$ cat src/rtl/divctl_pkg.sv
// divctl_pkg: shared state encoding and widths for the clock-divide controller.
package divctl_pkg;
  typedef enum logic [1:0] {IDLE, RUN, PEND} divctl_state_t;
  localparam int TICKCNT_W = 16;
endpackage

$ cat src/rtl/divctl_core.sv
// divctl_core: divide counter with registered clk_out/tick derived from the next count.
module divctl_core #(
  parameter int W = 11
) (
  input  logic         clk_in,
  input  logic         reset,
  input  logic [W-1:0] div_i,
  input  logic         en_i,
  input  logic         clr_i,
  output logic         clk_out_o,
  output logic         tick_o
);
  logic [W-1:0] cnt_q, cnt_d;
  logic         clk_q, clk_d, tick_q, tick_d;
  // tick_q marks the last count of the period, so it doubles as the wrap condition
  always_comb begin
    cnt_d  = clr_i ? '0 : en_i ? (tick_q ? '0 : cnt_q + W'(1)) : cnt_q;
    clk_d  = !clr_i && (cnt_d >= (div_i >> 1));
    tick_d = !clr_i && (cnt_d == div_i - W'(1));
  end
  always_ff @(posedge clk_in or posedge reset) begin
    if (reset) begin
      cnt_q  <= '0;
      clk_q  <= 1'b0;
      tick_q <= 1'b0;
    end else begin
      cnt_q  <= cnt_d;
      clk_q  <= clk_d;
      tick_q <= tick_d;
    end
  end
  assign clk_out_o = clk_q;
  assign tick_o    = tick_q;
endmodule

$ cat src/rtl/divctl.sv
// divctl: runtime-programmable clock divider; ratio changes land only on period boundaries.
// Optional tick counter output enabled by DIVCTL_TICKCNT_EN.
module divctl
  import divctl_pkg::*;
#(
  parameter int MAX_DIV = 1024,
  parameter int DEF_DIV = 2,
  localparam int W = $clog2(MAX_DIV + 1)
) (
  input  logic                 clk_in,
  input  logic                 reset,
  input  logic                 run,
  input  logic                 cfg_valid,
  input  logic [W-1:0]         cfg_div,
  output logic                 cfg_ready,
  output logic                 cfg_err,
  output logic                 clk_out,
  output logic                 tick,
`ifdef DIVCTL_TICKCNT_EN
  output logic [TICKCNT_W-1:0] tick_cnt,
`endif
  output logic                 busy
);
  divctl_state_t state_q, state_d;
  logic [W-1:0]  div_q, div_d, pend_q, pend_d;
  logic          err_q, xfer, legal;
  assign cfg_ready = state_q != PEND;
  assign busy      = state_q != IDLE;
  assign cfg_err   = err_q;
  assign xfer      = cfg_valid && cfg_ready;
  assign legal     = cfg_div != '0 && cfg_div <= W'(MAX_DIV);
  always_comb begin
    state_d = state_q;
    div_d   = div_q;
    pend_d  = pend_q;
    case (state_q)
      IDLE: begin
        if (xfer && legal) div_d = cfg_div;
        if (run) state_d = RUN;
      end
      RUN: begin
        if (xfer && legal) begin
          pend_d  = cfg_div;
          state_d = PEND;
        end
        if (tick && !run) state_d = IDLE;
      end
      PEND: begin
        if (tick) begin
          div_d   = pend_q;
          state_d = run ? RUN : IDLE;
        end
      end
      default: state_d = IDLE;
    endcase
  end
  always_ff @(posedge clk_in or posedge reset) begin
    if (reset) begin
      state_q <= IDLE;
      div_q   <= W'(DEF_DIV);
      pend_q  <= W'(DEF_DIV);
      err_q   <= 1'b0;
    end else begin
      state_q <= state_d;
      div_q   <= div_d;
      pend_q  <= pend_d;
      err_q   <= xfer && !legal;
    end
  end
  // the core sees the next ratio so outputs match the period they start
  divctl_core #(.W(W)) u_core (
    .clk_in   (clk_in),
    .reset    (reset),
    .div_i    (div_d),
    .en_i     (state_q != IDLE),
    .clr_i    (state_d == IDLE),
    .clk_out_o(clk_out),
    .tick_o   (tick)
  );
`ifdef DIVCTL_TICKCNT_EN
  logic [TICKCNT_W-1:0] tcnt_q;
  always_ff @(posedge clk_in or posedge reset) begin
    if (reset) tcnt_q <= '0;
    else if (tick) tcnt_q <= tcnt_q + TICKCNT_W'(1);
  end
  assign tick_cnt = tcnt_q;
`endif
endmodule

$ cat config.mk
export PLATFORM = sky130hd
export DESIGN_NAME = divctl
export DESIGN_NICKNAME = d
export VERILOG_FILES = /design/src/rtl/divctl_pkg.sv /design/src/rtl/divctl_core.sv /design/src/rtl/divctl.sv
export SDC_FILE = /design/constraint.sdc
export NUM_CORES = 1
export LEC_CHECK = 0
export BUFFER_PORTS_ARGS = -buffer_cell sky130_fd_sc_hd__buf_4
export CELL_PAD_IN_SITES_DETAIL_PLACEMENT = 1
export CELL_PAD_IN_SITES_GLOBAL_PLACEMENT = 1
export CORE_MARGIN = 2
export CORE_UTILIZATION = 43
export CTS_CLUSTER_DIAMETER = 60
export DETAILED_ROUTE_END_ITERATION = 16
export HOLD_SLACK_MARGIN = 0.02
export PLACE_DENSITY = 0.74
export SETUP_SLACK_MARGIN = 0.3
export SYNTH_ARGS = -nofsm -noshare
export SYNTH_HDL_FRONTEND = slang
export SYNTH_SLANG_ARGS = --single-unit
$ cat constraint.sdc
create_clock -name clk_in -period 3.3 [get_ports clk_in]
set_input_delay 0.33 -clock clk_in [delete_from_list [all_inputs] [get_ports clk_in]]
set_output_delay 0.33 -clock clk_in [all_outputs]
set_load 0.05 [all_outputs]
-- Word level (Yosys, flattened, before mapping)
Index checks and enable logic that the tools add are counted.
- order comparisons: 2
- bitwise operators: 0
- divide/modulo/power cells: 0
- equality and inequality tests: 4
- reductions and logical operators: 15
- $mul: 0
- add/sub/neg operators: 2
- multiplexer cells: 12
- shift operators: 0
- operators by type and width (cell ; count):
    $mux W11 ; 5
    $pmux W11 S2 ; 1
    $add A11 B1 Y11 const B ; 1
    $eq A11 B11 Y1 ; 1
    $ge A11 B10 Y1 ; 1
    $le A11 B11 Y1 const B ; 1
    $reduce_bool A11 Y1 ; 1
    $sub A11 B1 Y11 const B ; 1
    $mux W2 ; 4
    $logic_and A1 B1 Y1 ; 7
    $pmux W2 S3 ; 1
    $logic_not A2 Y1 ; 2
    $logic_not A1 Y1 ; 3
    $eq A2 B1 Y1 const B ; 1
    $eq A2 B2 Y1 const B ; 1
    $ne A2 B2 Y1 const B ; 1
    $reduce_and A2 Y1 ; 1
    $reduce_bool A2 Y1 ; 1
    $mux W1 ; 1
- input bits: 15
- register bits: 38
- ROM bits: 0
- bits in latches: 0
- memories kept: 0
- bits in writable memories: 0
- output and inout port bits: 5

-- Logic depth before layout (Yosys ltp)
Gate-level depths: netlist (run 1).
- depth after elaboration: 10
- mapped depth: 16
- depth with buffers taken out: 15

-- Modules after synthesis
From an unflattened synthesis (run 1), not the netlist that was laid out.
- cell total of the unflattened synthesis: 277
- area total of the unflattened synthesis: 2658.8 µm²
- modules (own cells, without submodules) (module ; cells each ; area each (µm²) ; sequential area each (µm²) ; instances):
    divctl ; 133 ; 1446.4 ; 628.1 ; 1
    divctl_core ; 144 ; 1212.4 ; 325.3 ; 1

-- Least setup slack after synthesis (run 1)
Ideal clock, no wire load.
- kind: in2reg
- start: input cfg_div[5]
- end: register u_core.clk_q (netlist: u_core.clk_out_o)
- path buffers: 0
- setup slack: -0.054 ns
- arrival: 3.226 ns
- library setup time: 0.128 ns
- data required time: 3.172 ns
- cell stages on the path: 14
- cells stage by stage: nor4_1 > a31oi_1 > or3_4 > o221a_2 > ha_1 > nand2b_1 > a21o_1 > a21o_1 > a21o_1 > a21o_1 > a21o_1 > a21oi_1 > o21a_1 > o21ai_0
- RTL lines (what ; line ; source):
    start: declaration ; divctl.sv:14 ; input logic [W-1:0] cfg_div,
    $le A11 B11 Y1 / $reduce_bool A11 Y1 (equally long branches) ; divctl.sv:31 ; assign legal = cfg_div != '0 && cfg_div <= W'(MAX_DIV);
    $logic_and A1 B1 Y1 * ; divctl.sv:31 ;
    $logic_and A1 B1 Y1 * ; divctl.sv:38 ; if (xfer && legal) div_d = cfg_div;
    $mux W11 * ; divctl.sv:38 ;
    $pmux W11 S2 * ; divctl.sv:36 ; case (state_q)
    net div_d[1] ; divctl.sv:25 ; logic [W-1:0] div_q, div_d, pend_q, pend_d;
    $ge A11 B10 Y1 * ; divctl_core.sv:18 ; clk_d = !clr_i && (cnt_d >= (div_i >> 1));
    $logic_and A1 B1 Y1 * ; divctl_core.sv:18 ;
    net u_core.clk_d ; divctl_core.sv:14 ; logic clk_q, clk_d, tick_q, tick_d;
    end signal: assignment ; divctl_core.sv:28 ; clk_q <= clk_d;
    end: declaration ; divctl_core.sv:14 ;
Mark *: on every way through the listed nets, which the timed path passes. The rest lies on a longest branch.
A chain may end at the register's enable or synchronous reset.

-- Worst setup path in the final report (run 1)
- start: register state_q[1]
- end: register u_core.clk_q (netlist: u_core.clk_out_o)
- RTL lines (what ; line ; source):
    start: declaration ; divctl.sv:24 ; divctl_state_t state_q, state_d;
    start signal: assignment ; divctl.sv:64 ; state_q <= state_d;
    $ne A2 B2 Y1 ; divctl.sv:27 ; assign cfg_ready = state_q != PEND;
    $logic_and A1 B1 Y1 ; divctl.sv:30 ; assign xfer = cfg_valid && cfg_ready;
    $logic_and A1 B1 Y1 ; divctl.sv:38 ;
    $mux W11 ; divctl.sv:38 ;
    $pmux W11 S2 * ; divctl.sv:36 ;
    net div_d[1] ; divctl.sv:25 ;
    $ge A11 B10 Y1 * ; divctl_core.sv:18 ;
    $logic_and A1 B1 Y1 * ; divctl_core.sv:18 ;
    net u_core.clk_d ; divctl_core.sv:14 ;
Marked as above.

==> results of run 1 <==
## synth_stat cells, drive strengths merged (5+ instances only)
cell type	instances	area share
nand3	6	0.011
nand2	19	0.027
nor2	20	0.029
mux2	12	0.051
a21oi	12	0.023
nor2b	5	0.012
nor3	5	0.0094
xor2	10	0.033
xnor2	14	0.046
dfrtp	36	0.34
inv	26	0.037
o21ai	9	0.017
a21o	6	0.017
ha	12	0.056
## power by group
| group | internal [W] | switching, W |
|---|---|---|
| registers | 0.000631 | 0.000113 |
| logic | 0.000861 | 0.00106 |
| clock network | 0.000168 | 0.000194 |
| total | 0.00166 | 0.00137 |
## cell families after synthesis
logic type | synth area share
fa+ha+maj | 0.0563
mux | 0.0619
compound gates | 0.203
xor+xnor | 0.0788
flops | 0.357
simple gates | 0.194
buf+inv | 0.0492
## registers in the layout (all words and copies together) (netlist names)
| name | flops |
|---|---|
| state_q | 2 |
| cfg_err | 1 |
| div_q | 11 |
| u_core.clk_out_o | 1 |
| u_core.tick_o | 1 |
| pend_q | 11 |
| u_core.cnt_q | 11 |
## worst reg2reg max path: cells and delay by family, from the launching register on
| family | cells | cell delay [ns] |
|---|---|---|
| flip-flops | 1 | 0.38 |
| adder cells (fa/ha/maj) | 1 | 0.23 |
| AND/OR/NAND/NOR | 3 | 0.93 |
| AO/OA/AOI/OAI | 9 | 1.41 |
## repair_timing
action                     CTS  global route
pin swaps                    8            16
setup buffers                6             7
setup endpoints to repair    2             2
cloned                       0             0
gates resized for setup     10            33
## through the flow
stage	hold slack [ns]	std cells	power, W	area (um^2)
2_1_floorplan	0.447	278	0.00172	2720
3_3_place_gp	0.489	401	0.00218	3200
3_5_place_dp	0.492	401	0.00224	3200
4_1_cts	0.170	415	0.00269	3410
5_1_grt	0.193	422	0.00319	3620
6_report	0.138	422	0.00303	3620
## path summary, 6_finish.rpt
kind	start	to	slack, ns	cells after the start
worst min-delay path	reset	div_q[2]	0.14	3
max in group asynchronous	reset	div_q[1]	2.79	3
worst min register to register	pend_q[3]	pend_q[3]	0.52	1
worst max-delay path	state_q[1]	u_core.clk_out_o	0.23	13
worst max register to register	state_q[1]	u_core.clk_out_o	0.23	13
min in group clk_in	run	state_q[1]	0.27	3
## cell usage in the layout (no fill, tap or decap), types with 5 or more instances in the layout
| cell type | count |
|---|---|
| a21oi_1 | 8 |
| xnor2_1 | 12 |
| clkbuf_8 | 6 |
| dfrtp_1 | 36 |
| a21o_1 | 6 |
| inv_1 | 21 |
| o21ai_0 | 6 |
| nor2_1 | 16 |
| ha_1 | 9 |
| xor2_1 | 10 |
| nand2_1 | 18 |
| nor2b_1 | 5 |
| mux2_2 | 12 |
| buf_4 | 65 |
| nand3_1 | 6 |
## per-layer routing
layer,track usage,routed length [um],share of wire,up-vias
met5,0,0,0,-
met3,0.0552,327,0.034,26
met1,0.316,3900,0.41,1279
met2,0.478,4980,0.52,57
met4,0.0967,311,0.033,0
li1,-,-,-,1144
## layout make-up
cell class,instances,area (um^2),area share
Inverter,26,103,0.0284
Clock buffer,6,82.6,0.0228
Tap cell,75,93.8,0.0259
Clock inverter,2,12.5,0.00346
Timing Repair Buffer,69,537,0.148
Multi-Input combinational cell,206,1840,0.508
Sequential cell,38,953,0.263
==> metrics, run 1 <==
status complete, no violations; Initial Utilization 0.448; drt first-iter violations 100; leakage power 1.62 nW; RSZ-0062 raised after global routing true; FFs w/ async S/R, synth 1.00; slew margin rel. 0.555; CP arrival 3.26 ns; Wirelength per Cell 22.5 um; Reg clk slew, reported paths 0.09 ns; final wirelength 9510 um; achievable frequency 0.326 GHz; # clock sinks 38; CTS root buffer clkbuf_8; Syn Inst Count 278; first-pass GRT wire length ~13000 um; CP max stage delay between 0.4 and 0.5 ns; Nets approximately 370; Mapped Area 2670 um^2; crit path buf inv count 0; #FFs+latches synth 38; Syn Nets 305; Post-Syn Area per Cell 9.60 um^2; total track usage 0.268; maximum clock path buffer count 2; Pre-Repair DR Iteration Count 6; sequential share of the synthesized area 0.357; largest net degree at the start of global routing 39; Site Rows 28; final worst slack between 0.2 and 0.25 ns; PD cells 837 nW/um^2; min cycle time layout 3.07 ns; core area 5960 um^2; Critical Path Start Type flip-flop; Yosys cell types 68; H-tree depth 2; peak supply drop 0.000489 V; Crit path required time 3.49 ns; Die H approximately 83 um; worst skew pair latency 0.31 ns; final cell utilization of the core 0.608; final slew viol count 0; DRC viols 0; critical path type reg -> reg; predominant post-synthesis flop cell dfrtp_1; setup tns final 0 ns; worst min-delay path class in -> async; Post-synth EDFFs 0; Ant. Diodes 0; I/O Buffers 19; Critical Path End Type flip-flop; CTS tree done; vias in the first global route 2615; initial antenna violation count 0; worst slew pin tran 0.668 ns; Fin. Hold Viols 0; share of cells above drive strength 1 0.418; Filler cells about 680; pre-CTS WS -0.133 ns; # hold bufs at CTS 0; Setup violations, final 0; most frequent CP cell a21o_1; Die X 82.8 um; warnings from Yosys 0; Die Area between 6000 and 7000 um^2; CTS Buf Count 5; GR Overflow Total 0; vias around 2500; CP delay by family, top compound AO/OA/AOI/OAI gates; critical path fanouts, max 4; DP HPWL 6220 um; Max-cap violations 0; drt via density approximately 5.9; Top Ports 20; Worst Skew between 0.01 and 0.015 ns; Tcrit/Tclk final 0.929; Critical-path top delay cell or3b_4; critical path cell sequence or3b_4 -> or3_4 -> o221a_4 -> ha_4 -> nand2b_4 -> a21o_1 -> a21o_1 -> a21o_1 -> a21o_1 -> a21o_1 -> a21oi_2 -> o21a_1 -> o21ai_1; post-route ant nets 0; routability cong. 0.861; Layout area overhead 35.6%
(Power assumes the default switching activity.)
==> run 2: changes to the inputs <==
--- a/config.mk
+++ b/config.mk
@@ -14,6 +14,7 @@
 export DETAILED_ROUTE_END_ITERATION = 16
 export HOLD_SLACK_MARGIN = 0.02
 export PLACE_DENSITY = 0.74
+export RECOVER_POWER = 25
 export SETUP_SLACK_MARGIN = 0.3
 export SYNTH_ARGS = -nofsm -noshare
 export SYNTH_HDL_FRONTEND = slang
==> run 2 against run 1 <==
Net effect:
- the run now ends with max-capacitance violations, max-slew violations left
- via count is the same
- hold slack gained 0.14 ns
- setup slack is the same
- sequential cell count is the same
- largest power group unchanged
==> metrics, run 2 (same netlist as run 1, synthesis figures left out) <==
PD cells 838 nW/um^2; Ant. Diodes 0; vias in the first global route 2615; worst skew pair latency around 0.31 ns; initial antenna violation count 0; DRC viols 0; min cycle time layout 3.07 ns; Die H 82.8 um; worst slew pin tran between 2 and 2.5 ns; area of the multi-input gates 1840 um^2; achievable frequency 0.326 GHz; most frequent cells in the layout buf_4 (63), dfrtp_1 (36), inv_1 (21); CTS tree done; CP arrival 3.26 ns; critical path cell sequence or3b_4 -> or3_4 -> o221a_4 -> ha_4 -> nand2b_4 -> a21o_1 -> a21o_1 -> a21o_1 -> a21o_1 -> a21o_1 -> a21oi_2 -> o21a_1 -> o21ai_1; core area 5960 um^2; drt via density approximately 5.9; CTS root buffer clkbuf_8; DP HPWL roughly 6200 um; critical path type reg -> reg; failing checks max-capacitance violations, max-slew violations; Wirelength per Cell 22.5 um; RSZ-0062 raised after global routing true; CP max stage delay 0.44 ns; share of cells above drive strength 1 0.415; Pre-Repair DR Iteration Count 6; Site Rows 28; Filler cells 675; Initial Utilization 0.448; Hold WS 0.275 ns; Top Ports 20; Placed Area 3200 um^2; drt first-iter violations 100; Critical-path top delay cell or3b_4; Critical Path End Type flip-flop; # clock sinks 38; first-pass GRT wire length 13400 um; most common cell after layout, fill and taps aside buf_4; top flop regs div_q (11), pend_q (11), u_core.cnt_q (11); critical path fanouts, max 4; worst min-delay path class in -> reg; I/O Buffers 19; slew margin rel. -0.421; Layout area overhead 35.4%; Crit path required time 3.49 ns; # hold bufs at CTS 0; final wirelength about 9500 um; Critical Path Start Type flip-flop; final worst slack 0.235 ns; design area 3610 um^2; maximum clock path buffer count 2; final cell utilization of the core 0.607; Metal-1 WL 3900 um; met2 routed WL 4980 um; post-route ant nets 0; pre-CTS WS -0.133 ns; Nets approximately 370; Met3 Wirelength 327 um; Max-cap violations 1; total track usage 0.268; peak supply drop 0.000489 V; final slew viol count 39; storage element area around 950 um^2; Reg clk slew, reported paths 0.08 ns; Tcrit/Tclk final 0.929; CTS Buf Count 5; Die X 82.8 um; most frequent CP cell a21o_1; routability cong. between 0.8 and 0.9; vias 2506; largest net degree at the start of global routing 39; Setup violations, final 0; status finished with violations; GR Overflow Total 0; Fin. Hold Viols 0; H-tree depth 2; top layer in use met4; Die Area roughly 6900 um^2; leakage power ~1.6 nW; Worst Skew 0.0127 ns
[run 2: cell type report]
type | count | area share
Inverter | 26 | 0.0284
Sequential cell | 38 | 0.264
Multi-Input combinational cell | 206 | 0.508
Tap cell | 75 | 0.0260
Timing Repair Buffer | 69 | 0.147
Clock buffer | 6 | 0.0228
Clock inverter | 2 | 0.00346
[run 2: critical path, delay by kind of cell (launching register included)]
family	cells	cell delay, ns
AO/OA/AOI/OAI	9	1.41
adder cells (fa/ha/maj)	1	0.22
flip-flops	1	0.38
AND/OR/NAND/NOR	3	0.93
[run 2: repair_timing]
item	CTS	global route
hold endpoints to repair	0	0
endpoints found under the setup margin	2	2
pin swaps	8	16
gates resized for setup	10	33
setup buffers	6	7
cloned	0	0
[run 2: power by group]
part           switching [W]  leakage, nW  internal [W]
Sequential          0.000113        0.474      0.000631
Clock               0.000194       0.0472      0.000168
Combinational        0.00106         1.10      0.000861
[run 2: worst paths after layout]
check                                    to  cells past startpoint       start  slack, ns
min                              state_q[1]                      3         run       0.27
min in group asynchronous          div_q[2]                      3       reset       0.80
max in group asynchronous  u_core.clk_out_o                      3       reset       1.29
max reg2reg                u_core.clk_out_o                     13  state_q[1]       0.23
min reg2reg                       pend_q[3]                      1   pend_q[3]       0.52
max                        u_core.clk_out_o                     13  state_q[1]       0.23
[run 2: through the flow]
step | setup TNS (ns) | power [W] | cells
3_5_place_dp | -0.169 | 0.00224 | 401
6_report | 0 | 0.00303 | 422
5_1_grt | 0 | 0.00319 | 422
4_1_cts | 0 | 0.00269 | 415
2_1_floorplan | 0 | 0.00172 | 278
3_3_place_gp | -0.0380 | 0.00218 | 401
[run 2: routing by layer]
layer	up-vias	GRT usage
li1	1144	-
met1	1279	0.316
met2	57	0.478
met3	26	0.0552
met4	0	0.0967
met5	-	0
==> run 3: changes to the inputs <==
--- a/config.mk
+++ b/config.mk
@@ -13,7 +13,7 @@
 export CTS_CLUSTER_DIAMETER = 60
 export DETAILED_ROUTE_END_ITERATION = 16
 export HOLD_SLACK_MARGIN = 0.02
-export PLACE_DENSITY = 0.74
+export PLACE_DENSITY = 0.81
 export RECOVER_POWER = 25
 export SETUP_SLACK_MARGIN = 0.3
 export SYNTH_ARGS = -nofsm -noshare
==> run 3 against run 2 <==
Net effect:
- the run still ends with max-capacitance violations, max-slew violations left
- non-clock buffer count is 12 lower
- largest cell class unchanged
- via count shrank 1.6%
- final cell count decreased by 2.8%
- sequential power down 1%
- global-route usage grew 1.7 points
- clock skew down 0.0073 ns
- hold slack is essentially flat
- utilization fell by 2.4 points
- setup slack got worse by 0.028 ns
- clock-buffer cell count is the same
- sequential cell count is the same
- final area fell by 3.9%
==> metrics, run 3 (same netlist as run 1, synthesis figures left out) <==
status finished with violations; failing checks max-capacitance violations, max-slew violations; DRC viols 0; GR Overflow Total 0; critical path cell sequence buf_4 -> or4_4 -> nor4_4 -> buf_4 -> or3_4 -> o221a_4 -> ha_4 -> nand2b_4 -> a21o_1 -> a21o_1 -> a21o_1 -> a21o_1 -> a21o_1 -> a21oi_2 -> o21a_1 -> o21ai_1; drt first-iter violations 128; post-route ant nets 0; Worst Skew 0.00535 ns; design area around 3500 um^2; peak supply drop approximately 0.0005 V; Die X 82.8 um; Site Rows 28; most frequent cells in the layout buf_4 (55), dfrtp_1 (36), inv_1 (23); worst slew pin tran 2.25 ns; met2 Use GR 0.511; Max-cap violations 1; # clock sinks 38; H-tree depth 2; Min-Delay Path Depth 3; # hold bufs at CTS 0; CP delay by family, top compound AO/OA/AOI/OAI gates; critical path type in -> reg; busiest grt layer met2; Die Area 6850 um^2; final cell utilization of the core 0.583; Ant. Diodes 0; Die H 82.8 um; Setup violations, final 0; Placed Area between 3000 and 4000 um^2; Initial Utilization 0.448; r2r startpoint state_q[1]; R2R Setup Slk 0.23 ns; largest net degree at the start of global routing 39; routability cong. 0.852; leakage power 1.57 nW; Critical Path Start Type primary input; crit path buf inv count 2; Overall Power approximately 0.003 W; first-pass GRT wire length between 10000 and 15000 um; top flop regs div_q (11), pend_q (11), u_core.cnt_q (11); CTS root buffer clkbuf_8; Reg2Reg Depth 13; Layout area overhead 30.1%; Filler cells 650; final slew viol count 39; RSZ-0062 raised after global routing true; Critical-path top delay cell or4_4; Wirelength per Cell 22.3 um; min cycle time layout 3.09 ns; DP HPWL 6530 um; drt via density 6.02; final wirelength 9160 um; GRT met3 Usage 0.0574; initial antenna violation count 0; Pre-Repair DR Iteration Count 4; Tcrit/Tclk final 0.938; Top Ports 20; CP arrival ~3.3 ns; hold endpoint state_q[1]; critical path fanouts, max 4; worst min-delay path class in -> reg; Fin. Hold Viols 0; CTS tree done; I/O Buffers 19; achievable frequency 0.323 GHz; PD cells 862 nW/um^2; worst skew pair latency 0.30 ns; total track usage 0.284; slew margin rel. -0.501; core area 5960 um^2; pre-CTS WS -0.150 ns; Crit path required time ~3.5 ns; most common cell after layout, fill and taps aside buf_4; Nets 361; Critical Path End Type flip-flop; hold_sp run; met1 usage 0.330; Reg clk slew, reported paths 0.08 ns; vias in the first global route 2657; CTS Buf Count 5; share of cells above drive strength 1 0.358; R2R Path End u_core.clk_out_o; most frequent CP cell a21o_1; final worst slack 0.206 ns; CP max stage delay 0.54 ns; vias 2467; maximum clock path buffer count 2
run 3: metal layers:
| metal | vias up | share of wire |
|---|---|---|
| met5 | - | 0 |
| met4 | 0 | 0.027 |
| met3 | 21 | 0.036 |
| met2 | 48 | 0.53 |
| met1 | 1279 | 0.41 |
| li1 | 1119 | - |
run 3: what timing repair did:
| action | CTS | global route |
|---|---|---|
| setup endpoints to repair | 2 | 2 |
| pin swaps | 10 | 1 |
| setup buffers | 4 | 0 |
| resized for setup | 16 | 5 |
run 3: worst max path at each step:
stage / startpoint / to / slack (ns) / depth (start not counted)
global placement: cfg_div[6] / u_core.clk_out_o / -0.02 / 16
finish: cfg_div[6] / u_core.clk_out_o / 0.21 / 16
detailed placement: cfg_div[6] / u_core.clk_out_o / -0.15 / 16
global route: cfg_div[6] / u_core.clk_out_o / 0.15 / 16
CTS: state_q[1] / u_core.clk_out_o / 0.27 / 13
floorplan: cfg_div[6] / u_core.clk_out_o / 0.11 / 14
run 3: power breakdown:
part / total, W / switching [W] / leakage (nW) / internal [W]
clock network: 0.000509 / 0.000186 / 0.0714 / 0.000323
registers: 0.000733 / 0.000101 / 0.474 / 0.000631
logic: 0.00175 / 0.000968 / 1.02 / 0.000785
run 3: worst min-delay path: cells and delay by family:
kind            cells  cell delay, ns
buf+inv             1            0.10
compound gates      1            0.06
simple gates        1            0.04
run 3: layout make-up:
type	instances	area [um^2]	area share
Inverter	26	97.6	0.0281
Multi-Input combinational cell	206	1760	0.507
Clock inverter	2	60.1	0.0173
Tap cell	75	93.8	0.0270
Clock buffer	6	82.6	0.0238
Timing Repair Buffer	57	424	0.122
Sequential cell	38	953	0.274
run 3: stage by stage:
| stage | setup TNS [ns] | cells | hold slack [ns] |
|---|---|---|---|
| finish | 0 | 410 | 0.275 |
| global route | 0 | 410 | 0.277 |
| CTS | 0 | 410 | 0.173 |
| detailed placement | -0.252 | 398 | 0.499 |
| global placement | -0.0195 | 398 | 0.488 |
| floorplan | 0 | 278 | 0.447 |
